--- src/rtl/fxp_pkg.sv ---
// Shared types and constants for the Q2.6 fixed-point datapath.
package fxp_pkg;

    localparam int unsigned DEF_DATA_W = 8;
    localparam int unsigned DEF_FRAC_W = 6;
    localparam int unsigned DEF_ACC_W  = 16;
    localparam int unsigned DEF_LEN_W  = 8;

    localparam int unsigned Q_INT_W  = 2;
    localparam int unsigned Q_FRAC_W = 6;
    localparam logic signed [7:0] Q_MAX = 8'sh7F;
    localparam logic signed [7:0] Q_MIN = 8'sh80;

    // Smallest accumulator that can sum 2^LEN_W-1 full-scale terms without wrapping.
    localparam int unsigned ACC_W_MIN = DEF_DATA_W + DEF_LEN_W;

    typedef enum logic [1:0] {
        IDLE  = 2'd0,
        ACCUM = 2'd1,
        DONE  = 2'd2
    } state_t;

endpackage

--- src/rtl/fxp_saturate.sv ---
// Clamp a wide signed value to the signed DATA_W range, flagging when clipping occurs.
module fxp_saturate #(
    parameter int unsigned ACC_W  = 16,
    parameter int unsigned DATA_W = 8
) (
    input  logic [ACC_W-1:0]  acc,
    output logic [DATA_W-1:0] sat_c,
    output logic              clip_c
);

    localparam logic [DATA_W-1:0] SAT_MAX = {1'b0, {(DATA_W-1){1'b1}}};
    localparam logic [DATA_W-1:0] SAT_MIN = {1'b1, {(DATA_W-1){1'b0}}};

    logic [ACC_W-DATA_W:0] top_bits;
    logic                  fits;

    // Value fits when every bit above the output sign bit equals the sign.
    always_comb begin
        top_bits = acc[ACC_W-1:DATA_W-1];
        fits     = (&top_bits) | (~|top_bits);
        clip_c   = ~fits;
        if (fits) begin
            sat_c = acc[DATA_W-1:0];
        end else if (acc[ACC_W-1]) begin
            sat_c = SAT_MIN;
        end else begin
            sat_c = SAT_MAX;
        end
    end

endmodule

--- src/rtl/fxp_accumulator.sv ---
// Sums a programmed number of Q2.6 products and returns a saturated result with sticky overflow.
module fxp_accumulator
    import fxp_pkg::*;
#(
    parameter int unsigned DATA_W = DEF_DATA_W,
    parameter int unsigned FRAC_W = DEF_FRAC_W,
    parameter int unsigned ACC_W  = DEF_ACC_W,
    parameter int unsigned LEN_W  = DEF_LEN_W
) (
    input  logic              clk,
    input  logic              rst,
    input  logic              start,
    input  logic [LEN_W-1:0]  len,
    input  logic              in_valid,
    output logic              in_ready,
    input  logic [DATA_W-1:0] in_data,
    input  logic              in_ov,
    output logic              out_valid,
    input  logic              out_ready,
    output logic [DATA_W-1:0] out_data,
    output logic              out_ov,
    output logic              busy
);

    localparam int unsigned EXT_W = ACC_W - DATA_W;

    if (ACC_W < DATA_W + LEN_W) begin : g_bad_acc_w
        $error("fxp_accumulator: ACC_W too narrow for DATA_W + LEN_W");
    end
    if (FRAC_W >= DATA_W) begin : g_bad_frac_w
        $error("fxp_accumulator: FRAC_W must be below DATA_W");
    end

    state_t             state, state_nxt;
    logic [ACC_W-1:0]   acc, acc_nxt;
    logic [LEN_W-1:0]   cnt, cnt_nxt;
    logic [LEN_W-1:0]   len_q, len_nxt;
    logic               ov_sticky, ov_nxt;
    logic [DATA_W-1:0]  odata_nxt;
    logic               oov_nxt;

    logic [ACC_W-1:0]   sum_c;
    logic [DATA_W-1:0]  sat_c;
    logic               clip_c;

    // Running sum including the beat currently on the input.
    assign sum_c = acc + {{EXT_W{in_data[DATA_W-1]}}, in_data};

    fxp_saturate #(
        .ACC_W  (ACC_W),
        .DATA_W (DATA_W)
    ) u_sat (
        .acc    (sum_c),
        .sat_c  (sat_c),
        .clip_c (clip_c)
    );

    // Status outputs decode straight from the state register.
    assign in_ready  = (state == ACCUM);
    assign out_valid = (state == DONE);
    assign busy      = (state != IDLE);

    // State and datapath registers.
    always_ff @(posedge clk) begin
        if (rst) begin
            state     <= IDLE;
            acc       <= '0;
            cnt       <= '0;
            len_q     <= '0;
            ov_sticky <= 1'b0;
            out_data  <= '0;
            out_ov    <= 1'b0;
        end else begin
            state     <= state_nxt;
            acc       <= acc_nxt;
            cnt       <= cnt_nxt;
            len_q     <= len_nxt;
            ov_sticky <= ov_nxt;
            out_data  <= odata_nxt;
            out_ov    <= oov_nxt;
        end
    end

    // Next-state and datapath update; result captured on the edge that enters DONE.
    always_comb begin
        state_nxt = state;
        acc_nxt   = acc;
        cnt_nxt   = cnt;
        len_nxt   = len_q;
        ov_nxt    = ov_sticky;
        odata_nxt = out_data;
        oov_nxt   = out_ov;
        case (state)
            IDLE: begin
                if (start) begin
                    len_nxt = len;
                    acc_nxt = '0;
                    cnt_nxt = '0;
                    ov_nxt  = 1'b0;
                    if (len == '0) begin
                        state_nxt = DONE;
                        odata_nxt = '0;
                        oov_nxt   = 1'b0;
                    end else begin
                        state_nxt = ACCUM;
                    end
                end
            end
            ACCUM: begin
                if (in_valid) begin
                    acc_nxt = sum_c;
                    ov_nxt  = ov_sticky | in_ov;
                    cnt_nxt = cnt + LEN_W'(1);
                    if (cnt == len_q - LEN_W'(1)) begin
                        state_nxt = DONE;
                        odata_nxt = sat_c;
                        oov_nxt   = ov_sticky | in_ov | clip_c;
                    end
                end
            end
            DONE: begin
                if (out_ready) begin
                    state_nxt = IDLE;
                end
            end
            default: begin
                state_nxt = IDLE;
            end
        endcase
    end

endmodule

--- config.mk ---
export PLATFORM = sky130hd
export DESIGN_NAME = fxp_accumulator
export DESIGN_NICKNAME = d
export VERILOG_FILES = /design/src/rtl/fxp_pkg.sv /design/src/rtl/fxp_saturate.sv /design/src/rtl/fxp_accumulator.sv
export SDC_FILE = /design/constraint.sdc
export NUM_CORES = 1
export LEC_CHECK = 0
export BUFFER_PORTS_ARGS = -buffer_cell sky130_fd_sc_hd__buf_4
export CAP_MARGIN = 25
export CORE_MARGIN = 2
export CORE_UTILIZATION = 52
export CTS_CLUSTER_SIZE = 10
export DETAILED_ROUTE_END_ITERATION = 12
export GPL_ROUTABILITY_DRIVEN = 0
export PLACE_DENSITY_LB_ADDON = 0.1
export SLEW_MARGIN = 0
export SYNTH_ARGS = -nofsm -noshare
export SYNTH_HDL_FRONTEND = slang
export SYNTH_HIERARCHICAL = 1
export SYNTH_SLANG_ARGS = --single-unit
--- constraint.sdc ---
create_clock -name clk -period 4.4 [get_ports clk]
set_input_delay 0.66 -clock clk [delete_from_list [all_inputs] [get_ports clk]]
set_output_delay 0.66 -clock clk [all_outputs]
set_load 0.1 [all_outputs]
==> results of run 1 <==
-- power groups by stage --
| stage | Combinational (mW) | Clock [mW] | Sequential [mW] |
|---|---|---|---|
| after global placement | 0.202 | 0 | 0.431 |
| after floorplan | 0.152 | 0 | 0.428 |
| after global routing | 0.226 | 0.290 | 0.424 |
| after detailed placement | 0.203 | 0 | 0.432 |
| final | 0.205 | 0.267 | 0.422 |
| after CTS | 0.204 | 0.275 | 0.422 |
-- kinds of logic after synthesis --
group	synth area share, %
simple gates	22.17
xor+xnor	9.355
fa+ha+maj	8.571
compound gates	24.10
buf+inv	3.364
flops	32.44
-- metal layers --
metal | GRT usage, % | up-vias | part of all wire, %
met5 | 0 | - | 0
met4 | 4.909 | 0 | 0.72
met3 | 4.502 | 5 | 4.7
met2 | 29.91 | 45 | 40
met1 | 32.71 | 1079 | 54
li1 | - | 1244 | -
-- cells in the mapped netlist (3+ instances only) --
master                       n  area, sq um
sky130_fd_sc_hd__a21oi_1    26        130.1
sky130_fd_sc_hd__or2_2       3        18.77
sky130_fd_sc_hd__nand2b_1    3        18.77
sky130_fd_sc_hd__a31oi_1     3        18.77
sky130_fd_sc_hd__clkbuf_1   11        41.29
sky130_fd_sc_hd__a21o_1      8        60.06
sky130_fd_sc_hd__nor2_1     31        116.4
sky130_fd_sc_hd__a2bb2oi_1   7        61.31
sky130_fd_sc_hd__nand3_1    13        65.06
sky130_fd_sc_hd__xor2_1     15        131.4
sky130_fd_sc_hd__and4_1      3        26.28
sky130_fd_sc_hd__a211oi_1    4        30.03
sky130_fd_sc_hd__ha_1       17        212.7
sky130_fd_sc_hd__nor3_1      6        30.03
sky130_fd_sc_hd__nand4_1     3        18.77
sky130_fd_sc_hd__nand2_1    29        108.9
sky130_fd_sc_hd__xnor2_1    14        122.6
sky130_fd_sc_hd__a22o_1     16        140.1
sky130_fd_sc_hd__a22oi_1     8        60.06
sky130_fd_sc_hd__and2_1      3        18.77
sky130_fd_sc_hd__or4_1       4        30.03
sky130_fd_sc_hd__dfxtp_1    44        880.8
sky130_fd_sc_hd__inv_1       8        30.03
sky130_fd_sc_hd__o21ai_0     6        30.03
sky130_fd_sc_hd__nor2b_1     3        18.77
sky130_fd_sc_hd__o21a_1      4        30.03
sky130_fd_sc_hd__and3_1      4        25.02
-- flip-flops by register name (all words and copies together) (netlist names) --
| register | count |
|---|---|
| out_data | 8 |
| acc | 16 |
| cnt | 8 |
| out_ov | 1 |
| state | 2 |
| ov_sticky | 1 |
| len_q | 8 |
-- worst register-to-register path: cells and delay by family, from the launching register on --
family | cells | cell delay [ns]
adder cells (fa/ha/maj) | 2 | 0.61
flip-flops | 1 | 0.32
XOR/XNOR | 1 | 0.14
AO/OA/AOI/OAI | 5 | 1.21
AND/OR/NAND/NOR | 6 | 1.31
-- through the flow --
stage | utilization, % | worst slack [ns] | hold WS, ns | area (sq um)
floorplan | - | 0.6222 | 0.4356 | 2715
global placement | 59.49 | 0.3174 | 0.4495 | 3019
detailed placement | 59.49 | 0.2766 | 0.4595 | 3019
CTS | 61.34 | 0.5835 | 0.4719 | 3113
global route | 61.34 | 0.3030 | 0.5006 | 3113
finish | 61.34 | 0.5488 | 0.4727 | 3113
-- cell type report --
class / count / area, sq um / area share, %
multi-input cells: 256 / 1743 / 55.99
flip-flops and latches: 44 / 880.8 / 28.30
repair buffers: 37 / 277.8 / 8.923
well taps: 70 / 87.58 / 2.814
clock buffers: 7 / 86.33 / 2.773
inverters: 8 / 30.03 / 0.9646
clock inverters: 1 / 7.507 / 0.2412
-- worst paths after layout --
path         depth (start not counted)  startpoint     end
max                                 15  in_data[0]  out_ov
min                                  2      acc[2]  acc[2]
max reg2reg                         14      acc[0]  out_ov
min reg2reg                          2      acc[2]  acc[2]
==> metrics, run 1 <==
flop2flop setup slack=0.71 ns; Die Y=76.26 microns; overall fraction of global-route tracks in use=about a fifth; hold buffer count at CTS=0; register share of total power=a little under half; count of endpoints failing hold in the final timing report=0; H-tree level count=2; power share of the combinational group=22.9%; slew at the pin closest to its max-slew limit=0.9043 ns; number of flops mapped to enable cells by yosys=0; count of placed standard cells in the final layout, fillers left out=423; clock tree from TritonCTS=built; total number of vias=approximately 2400; wirelength, routed=roughly 6.0 mm; fraction of layout cells with a size suffix above 1=between 10% and 20%; TritonCTS buffer count=5; share of flip-flops with an asynchronous set or reset after synthesis=0%; WL per Instance=around 14 microns; Slowest-stage cell, CP=sky130_fd_sc_hd__or4_1; fill cell count=around 470; cell chosen for the clock root=sky130_fd_sc_hd__clkbuf_8; source-to-sink clock delay at the later pin of the worst-skew pair=0.29 ns; largest delay contributor family on the critical path=simple AND/OR/NAND/NOR gates; buffering stage count on the worst path with inverters included=1; cells traversed along the worst timing path=buf_4 -> ha_1 -> fa_1 -> a21o_1 -> a221oi_2 -> nor3_1 -> or4_1 -> a221oi_2 -> xnor2_1 -> nor4_2 -> nand2_2 -> o21a_1 -> nor3_1 -> nor4b_1 -> a22o_1; count of max-cap constraint violations=0; clock-pin slew on the worst setup and hold paths=0.08 ns; maximum frequency from static timing analysis=between 200 and 300 MHz; number of placed I/O pins=34; largest net degree at the start of global routing=27; most common cell after layout, fill and taps aside=sky130_fd_sc_hd__dfxtp_1; kind of path behind the tightest hold check=register to register; number of port buffers=33; core region area=around 0.0051 sq mm; placed insts=between 400 and 500; Synth Area per Inst=about 8.4 sq um; data arrival at the endpoint of the critical path=a little over 4 ns; synthesized area=0.002715 sq mm; number of warnings printed during yosys synthesis=6; number of global-route vias before repair=between 2000 and 2500; required time reported for the critical path endpoint=4.59 ns; routed vias/inst=approximately 5.6; grt total ovfl=0; Remaining DRCs=0; power per cell area=roughly 290 mW/mm^2; static leakage power=about 1.4 nW; Worst Setup Path Type=input pin to register; number of DRC violations after detailed-routing iteration 0=roughly 120; synthesized net count=~360; total power consumption of the routed design=0.8938 mW; unrepaired setup endpoints after global routing=false; Post-CTS Setup Bufs=0; cell-internal power=just over 0.6 mW; Pre-Repair DR Iteration Count=4; P&R area growth vs syn=14.65%; Antenna Cells=0; kind of end point of the critical path=register; period utilisation layout=between 80 and 90%; highest fanout seen on the critical path=8; most frequent cells in the layout=sky130_fd_sc_hd__dfxtp_1, sky130_fd_sc_hd__buf_4, sky130_fd_sc_hd__nor2_1; delay of the slowest cell on the worst path=approximately 0.54 ns; P_sw=~0.27 mW; site row count=26; predominant post-synthesis flop cell=sky130_fd_sc_hd__dfxtp_1; run status=completed; final HPWL from detailed placement=~4.5 mm; total negative slack for setup checks=0 ns; synthesized instance count=between 300 and 400; CTS-repair resized insts=0; IR drop worst, VDD=approximately 120 uV; relative slew slack=between 30% and 40%; clock sink count=between 40 and 50; final setup vio count=0; Final Max Tran Viols=0; library cells used by synthesis=between 40 and 50; Die Width=~76 microns; net count reported at finish=392; flip-flop and latch count after synthesis=44; proportion of power drawn by the clock network=~30%; antenna violations before repair=0; Total Die Area=0.005816 sq mm; maximum root-to-sink buffer count=2; Switching Share=between 30% and 40%; startpoint class of the critical path=input pin; Final Critical Period=3.851 ns; Layout Skew=0.004509 ns; wire length of the first global-routing pass=10.10 mm; initial cell density of the core=53.50%; post-route antenna net violation count=0; sequential element share of the synthesized area=~32%
Power figures use the tool's default switching activity.
==> run 2, diff against run 1 <==
--- a/config.mk
+++ b/config.mk
@@ -16,5 +16,4 @@
 export SLEW_MARGIN = 0
 export SYNTH_ARGS = -nofsm -noshare
 export SYNTH_HDL_FRONTEND = slang
-export SYNTH_HIERARCHICAL = 1
 export SYNTH_SLANG_ARGS = --single-unit
==> run 2 against run 1 <==
  * Routed wire length grew 19%
  * Critical path type unchanged
  * Core utilization shrank 0.50 points
  * Clock-buffer cell count shrank 2
  * Critical endpoint is now out_data[6]
  * Worst hold slack lost 0.024 ns
==> metrics, run 2 <==
IR drop worst, VDD=156.5 uV; wire length of the first global-routing pass=between 10 and 15 mm; source-to-sink clock delay at the later pin of the worst-skew pair=a little over 0.3 ns; TritonCTS buffer count=5; initial cell density of the core=a little over half; synthesized area=approximately 0.0029 sq mm; clock tree from TritonCTS=built; cell type with the largest total area after synthesis=sky130_fd_sc_hd__dfxtp_1; sequential element share of the synthesized area=approximately 30%; global routing met2 resource utilization=between 30% and 40%; most frequent cells in the layout=sky130_fd_sc_hd__nor2_1, sky130_fd_sc_hd__dfxtp_1, sky130_fd_sc_hd__nand2_1; grt total ovfl=0; largest net degree at the start of global routing=33; slack of the critical path=approximately 1.2 ns; maximum root-to-sink buffer count=2; number of port buffers=33; Layout Skew=0.009815 ns; required time reported for the critical path endpoint=4.65 ns; routed vias/inst=approximately 5.8; number of flip-flops under the largest register name=16; kind of path behind the tightest hold check=register to register; clock-pin slew on the worst setup and hold paths=around 0.090 ns; met3 Usage GRT=approximately 4%; unrepaired setup endpoints after global routing=false; Antenna Cells=0; Remaining DRCs=0; area after detailed placement=between 0.003 and 0.004 sq mm; Die Width=between 70 and 80 microns; core region area=0.005473 sq mm; count of endpoints failing hold in the final timing report=0; total number of vias=about 2700; ranking of synthesized cells by area=sky130_fd_sc_hd__dfxtp_1, sky130_fd_sc_hd__ha_1, sky130_fd_sc_hd__nor2_1; run status=completed; site row count=27; top-count cell post-synth=sky130_fd_sc_hd__nor2_1; kind of end point of the critical path=register; highest fanout seen on the critical path=7; net count reported at finish=around 440; post-route design area=0.003329 sq mm; Synth Area per Inst=7.973 sq um; predominant post-synthesis flop cell=sky130_fd_sc_hd__dfxtp_1; area share of the leading cell type in the synthesized netlist=30.02%; H-tree level count=2; share of flip-flops with an asynchronous set or reset after synthesis=0%; antenna violations before repair=0; Die Y=79.12 microns; clock sink count=between 40 and 50; final HPWL from detailed placement=between 5 and 6 mm; GR Util met1=~33%; overall fraction of global-route tracks in use=23.15%; startpoint class of the critical path=input pin; Worst Setup Path Type=input pin to register; Pre-Repair DR Iteration Count=5; wirelength, routed=7.055 mm; relative slew slack=53.73%; number of flops mapped to enable cells by yosys=0; number of placed I/O pins=34; Top reg by flops=acc; number of DRC violations after detailed-routing iteration 0=around 140; data arrival at the endpoint of the critical path=3.48 ns; CTS-repair resized insts=0; Post-CTS Setup Bufs=0; most used routing layer in global routing=met2; synthesized instance count=368; cell chosen for the clock root=sky130_fd_sc_hd__clkbuf_8; cell depth of the worst flop-to-flop path=11; synthesized net count=408; total negative slack for setup checks=0 ns; library cells used by synthesis=60; WL per Instance=between 15 and 20 microns; Total Die Area=between 0.006 and 0.007 sq mm; slew at the pin closest to its max-slew limit=between 0.6 and 0.7 ns; final setup vio count=0; period utilisation layout=~73%; flip-flop and latch count after synthesis=44; number of global-route vias before repair=2432; Util after Layout=between 60% and 70%; maximum frequency from static timing analysis=~310 MHz; power per cell area=about 290 mW/mm^2; Final Critical Period=3.231 ns; most common cell after layout, fill and taps aside=sky130_fd_sc_hd__nor2_1; number of warnings printed during yosys synthesis=0; most instantiated cells after synthesis=sky130_fd_sc_hd__nor2_1, sky130_fd_sc_hd__dfxtp_1, sky130_fd_sc_hd__nand2_1; fill cell count=around 520; worst setup timing slack at the placement stage=around 0.85 ns; fraction of layout cells with a size suffix above 1=between 10% and 20%; static leakage power=about 1.4 nW; count of max-cap constraint violations=0; P&R area growth vs syn=13.48%; hold buffer count at CTS=0; post-route antenna net violation count=0; Final Max Tran Viols=0; number of instances on the worst hold path=2
[run 2: logic make-up (layout without fill, tap and decap cells)]
| kind of cell | Yosys count | count (layout) | share of synthesized area [%] |
|---|---|---|---|
| simple gates | 148 | 148 | 23.24 |
| fa+ha+maj | 18 | 18 | 7.932 |
| buf+inv | 24 | 53 | 3.625 |
| xor+xnor | 22 | 22 | 6.567 |
| flops | 44 | 44 | 30.02 |
| mux | 3 | 3 | 1.151 |
| compound gates | 109 | 109 | 27.46 |
[run 2: layout make-up]
cell class                 instances  area, sq um  share of cell area (%)
inverter                          11        41.29                   1.240
sequential                        44        880.8                   26.46
clock buffer                       5        68.82                   2.067
multi-input combinational        300         1947                   58.47
timing repair buffer              34        255.2                   7.666
tap                               72        90.09                   2.706
clock inverter                     3        46.29                   1.390
[run 2: report_power, final]
part | leakage, nW | total [mW] | internal, mW | switching, mW
registers | 0.357 | 0.422 | 0.410 | 0.0120
logic | 1.00 | 0.225 | 0.0869 | 0.138
clock network | 0.0548 | 0.331 | 0.171 | 0.160
[run 2: layer usage]
layer | share of wire [%] | up-vias
li1 | - | 1386
met1 | 50 | 1269
met2 | 44 | 52
met3 | 4.7 | 5
met4 | 0.86 | 0
met5 | 0 | -
[run 2: worst paths after layout]
kind              slack (ns)   startpoint          end
hold reg to reg         0.45  out_data[5]  out_data[5]
setup / recovery        1.17   in_data[0]  out_data[6]
hold / removal          0.45  out_data[5]  out_data[5]
setup reg to reg        1.32       acc[0]  out_data[6]
[run 2: worst max-delay path: stages]
cell                       delay (ns)
sky130_fd_sc_hd__buf_4           0.11
sky130_fd_sc_hd__ha_1            0.25
sky130_fd_sc_hd__inv_1           0.09
sky130_fd_sc_hd__fa_1            0.24
sky130_fd_sc_hd__nor2b_4         0.06
sky130_fd_sc_hd__o31ai_2         0.36
sky130_fd_sc_hd__nand2_2         0.15
sky130_fd_sc_hd__a221oi_1        0.35
sky130_fd_sc_hd__xor2_1          0.20
sky130_fd_sc_hd__or4_1           0.58
sky130_fd_sc_hd__a21o_1          0.29
sky130_fd_sc_hd__o21ai_1         0.15
[run 2: through the flow]
step / std cells / hold WS [ns] / total power [mW]
3_5_place_dp: 461 / 0.4407 / 0.6527
3_3_place_gp: 461 / 0.4374 / 0.6491
6_report: 469 / 0.4486 / 0.9782
4_1_cts: 469 / 0.4534 / 0.9853
2_1_floorplan: 368 / 0.4374 / 0.5960
5_1_grt: 469 / 0.4636 / 1.028
==> run 3, diff against run 2 <==
--- a/config.mk
+++ b/config.mk
@@ -5,6 +5,7 @@
 export SDC_FILE = /design/constraint.sdc
 export NUM_CORES = 1
 export LEC_CHECK = 0
+export ABC_AREA = 1
 export BUFFER_PORTS_ARGS = -buffer_cell sky130_fd_sc_hd__buf_4
 export CAP_MARGIN = 25
 export CORE_MARGIN = 2
==> constraint.sdc (replaced) <==
create_clock -name clk -period 3.02 [get_ports clk]
set_input_delay 0.453 -clock clk [delete_from_list [all_inputs] [get_ports clk]]
set_output_delay 0.453 -clock clk [all_outputs]
set_load 0.1 [all_outputs]
==> run 3 against run 2 <==
  * Clock power rose by 47%
  * Total power increased by 80%
  * Sequential share of layout area shrank 1.8 points
  * Critical path depth grew 5
  * Final area up 7.1%
  * Register-to-register slack lost 0.67 ns
  * Clock-buffer cell count stayed put
  * Global-route usage grew 0.93 points
  * Critical endpoint is now out_data[0]
  * Highest routed layer unchanged
==> metrics, run 3 <==
wire length of the first global-routing pass=about 13 mm; relative slew slack=between 30% and 40%; core region area=a little under 0.006 sq mm; grt total ovfl=0; required time reported for the critical path endpoint=around 3.2 ns; P&R area growth vs syn=13.86%; IR drop worst, VDD=approximately 330 uV; H-tree level count=2; power per cell area=494.3 mW/mm^2; delay of the slowest cell on the worst path=around 0.40 ns; Synth Area per Inst=roughly 6.4 sq um; CTS-repair resized insts=0; maximum root-to-sink buffer count=2; synthesized net count=530; number of DRC violations after detailed-routing iteration 0=approximately 140; sequential element share of the synthesized area=28.12%; Remaining DRCs=0; period utilisation layout=approximately four fifths; slack of the critical path=roughly 0.65 ns; site row count=28; Total Die Area=between 0.006 and 0.007 sq mm; static leakage power=1.760 nW; number of warnings printed during yosys synthesis=0; number of global-route vias before repair=2767; post-route design area=about 0.0036 sq mm; Post-CTS Setup Bufs=0; data arrival at the endpoint of the critical path=roughly 2.6 ns; clock tree from TritonCTS=built; number of placed I/O pins=34; library cells used by synthesis=36; final setup vio count=0; number of port buffers=33; Util after Layout=between 60 and 70%; Layout Skew=about 0.0070 ns; largest net degree at the start of global routing=30; number of flops mapped to enable cells by yosys=0; antenna violations before repair=0; Die Y=81.62 microns; Antenna Cells=0; fill cell count=around 600; overall fraction of global-route tracks in use=24.08%; ranking of synthesized cells by area=sky130_fd_sc_hd__dfxtp_1, sky130_fd_sc_hd__nand2_1, sky130_fd_sc_hd__inv_1; kind of end point of the critical path=register; top layer reached by signal wires=met4; total negative slack for setup checks=0 ns; Routed met2 length=approximately 3.5 mm; predominant post-synthesis flop cell=sky130_fd_sc_hd__dfxtp_1; top-count cell post-synth=sky130_fd_sc_hd__nand2_1; net count reported at finish=around 560; maximum frequency from static timing analysis=around 420 MHz; final HPWL from detailed placement=5.663 mm; Worst Setup Path Type=register to register; WL per Instance=roughly 12 microns; synthesized instance count=490; initial cell density of the core=~53%; most common cell after layout, fill and taps aside=sky130_fd_sc_hd__nand2_1; Top reg by flops=acc; clock-pin slew on the worst setup and hold paths=around 0.10 ns; Slowest-stage cell, CP=sky130_fd_sc_hd__fa_1; post-route antenna net violation count=0; worst setup timing slack at the placement stage=0.4411 ns; most instantiated cells after synthesis=sky130_fd_sc_hd__nand2_1, sky130_fd_sc_hd__inv_1, sky130_fd_sc_hd__dfxtp_1; buffering stage count on the worst path with inverters included=2; unrepaired setup endpoints after global routing=false; area share of the leading cell type in the synthesized netlist=28.12%; clock sink count=44; fraction of layout cells with a size suffix above 1=14.86%; hold buffer count at CTS=0; routed vias/inst=between 5 and 6; share of flip-flops with an asynchronous set or reset after synthesis=0%; cell chosen for the clock root=sky130_fd_sc_hd__clkbuf_8; cell occurring most often along the worst timing path=sky130_fd_sc_hd__nand2_1; total number of vias=between 3000 and 4000; count of endpoints failing hold in the final timing report=0; synthesized area=~0.0031 sq mm; count of max-cap constraint violations=0; Die Width=81.62 microns; cells traversed along the worst timing path=ha_1 -> inv_1 -> fa_1 -> inv_1 -> nand2_1 -> nand2_1 -> nand3_2 -> nand2_2 -> nand2_1 -> nand3_1 -> nand2_2 -> nor2_1 -> nand3_1 -> nand2_4 -> nand2_1 -> nand3_1 -> a21oi_1; Pre-Repair DR Iteration Count=4; routed length on met1=around 3.5 mm; run status=completed; number of flip-flops under the largest register name=16; flip-flop and latch count after synthesis=44; source-to-sink clock delay at the later pin of the worst-skew pair=slightly above 0.3 ns; area after detailed placement=between 0.003 and 0.004 sq mm; Final Max Tran Viols=0; most frequent cells in the layout=sky130_fd_sc_hd__nand2_1, sky130_fd_sc_hd__inv_1, sky130_fd_sc_hd__dfxtp_1; slew at the pin closest to its max-slew limit=approximately 0.93 ns; cell type with the largest total area after synthesis=sky130_fd_sc_hd__dfxtp_1; largest delay contributor family on the critical path=simple AND/OR/NAND/NOR gates; kind of path behind the tightest hold check=input pin to register; startpoint class of the critical path=register; total power consumption of the routed design=1.763 mW; highest fanout seen on the critical path=8; TritonCTS buffer count=5; Met3 Wirelength=approximately 290 microns; Final Critical Period=around 2.4 ns; wirelength, routed=between 7 and 8 mm
-- run 3: changes by cell type after synthesis, sizes merged, moves of 5 or more --
| cell | before | now |
|---|---|---|
| a21o | 8 | 0 |
| a21oi | 32 | 40 |
| a22oi | 14 | 0 |
| clkbuf | 10 | 5 |
| inv | 11 | 76 |
| nand2 | 43 | 163 |
| nand2b | 5 | 0 |
| nand3 | 14 | 38 |
| nor2 | 54 | 49 |
| xor2 | 14 | 9 |
-- run 3: worst register-to-register path: stages (launching register included) --
cell and delay (ns):
sky130_fd_sc_hd__dfxtp_1 0.34, sky130_fd_sc_hd__ha_1 0.17, sky130_fd_sc_hd__inv_1 0.06, sky130_fd_sc_hd__fa_1 0.40, sky130_fd_sc_hd__inv_1 0.10, sky130_fd_sc_hd__nand2_1 0.05, sky130_fd_sc_hd__nand2_1 0.08, sky130_fd_sc_hd__nand3_2 0.09
sky130_fd_sc_hd__nand2_2 0.10, sky130_fd_sc_hd__nand2_1 0.08, sky130_fd_sc_hd__nand3_1 0.10, sky130_fd_sc_hd__nand2_2 0.08, sky130_fd_sc_hd__nor2_1 0.16, sky130_fd_sc_hd__nand3_1 0.15, sky130_fd_sc_hd__nand2_4 0.14, sky130_fd_sc_hd__nand2_1 0.06
sky130_fd_sc_hd__nand3_1 0.06, sky130_fd_sc_hd__a21oi_1 0.06
-- run 3: logic make-up (layout without fill, tap and decap cells) --
group	after synthesis	in the layout	synth area share, %
fa+ha+maj	18	18	7.428
xor+xnor	17	17	4.753
simple gates	274	274	40.62
compound gates	55	55	9.266
buf+inv	82	117	9.824
flops	44	44	28.11
-- run 3: final cells by class --
type | instances | area (sq um) | share of cell area, %
clock inverter | 3 | 46.29 | 1.298
clock buffer | 5 | 68.82 | 1.929
multi-input combinational | 364 | 1944 | 54.51
sequential | 44 | 880.8 | 24.69
tap | 75 | 93.84 | 2.631
timing repair buffer | 33 | 247.7 | 6.945
inverter | 76 | 285.3 | 7.997
-- run 3: path summary, 6_finish.rpt --
check        cells past startpoint         from  slack [ns]           to
max                             17       acc[0]        0.65  out_data[0]
min                              3       len[4]        0.38     len_q[4]
max reg2reg                     17       acc[0]        0.65  out_data[0]
min reg2reg                      2  out_data[2]        0.47  out_data[2]
-- run 3: per-layer routing --
metal	GRT usage, %	vias to the layer above
li1	-	1605
met1	32.57	1365
met2	41.31	42
met3	3.297	5
met4	4.500	0
met5	0	-
-- run 3: power breakdown --
part / switching, mW / internal, mW / leakage (nW)
logic: 0.427 / 0.202 / 1.35
clock network: 0.235 / 0.250 / 0.0548
registers: 0.0295 / 0.620 / 0.358
-- run 3: metrics by stage --
step,cells,hold WS (ns)
6_report,600,0.3767
5_1_grt,600,0.3819
4_1_cts,600,0.3744
3_5_place_dp,592,0.4601
3_3_place_gp,592,0.4538
2_1_floorplan,490,0.4446
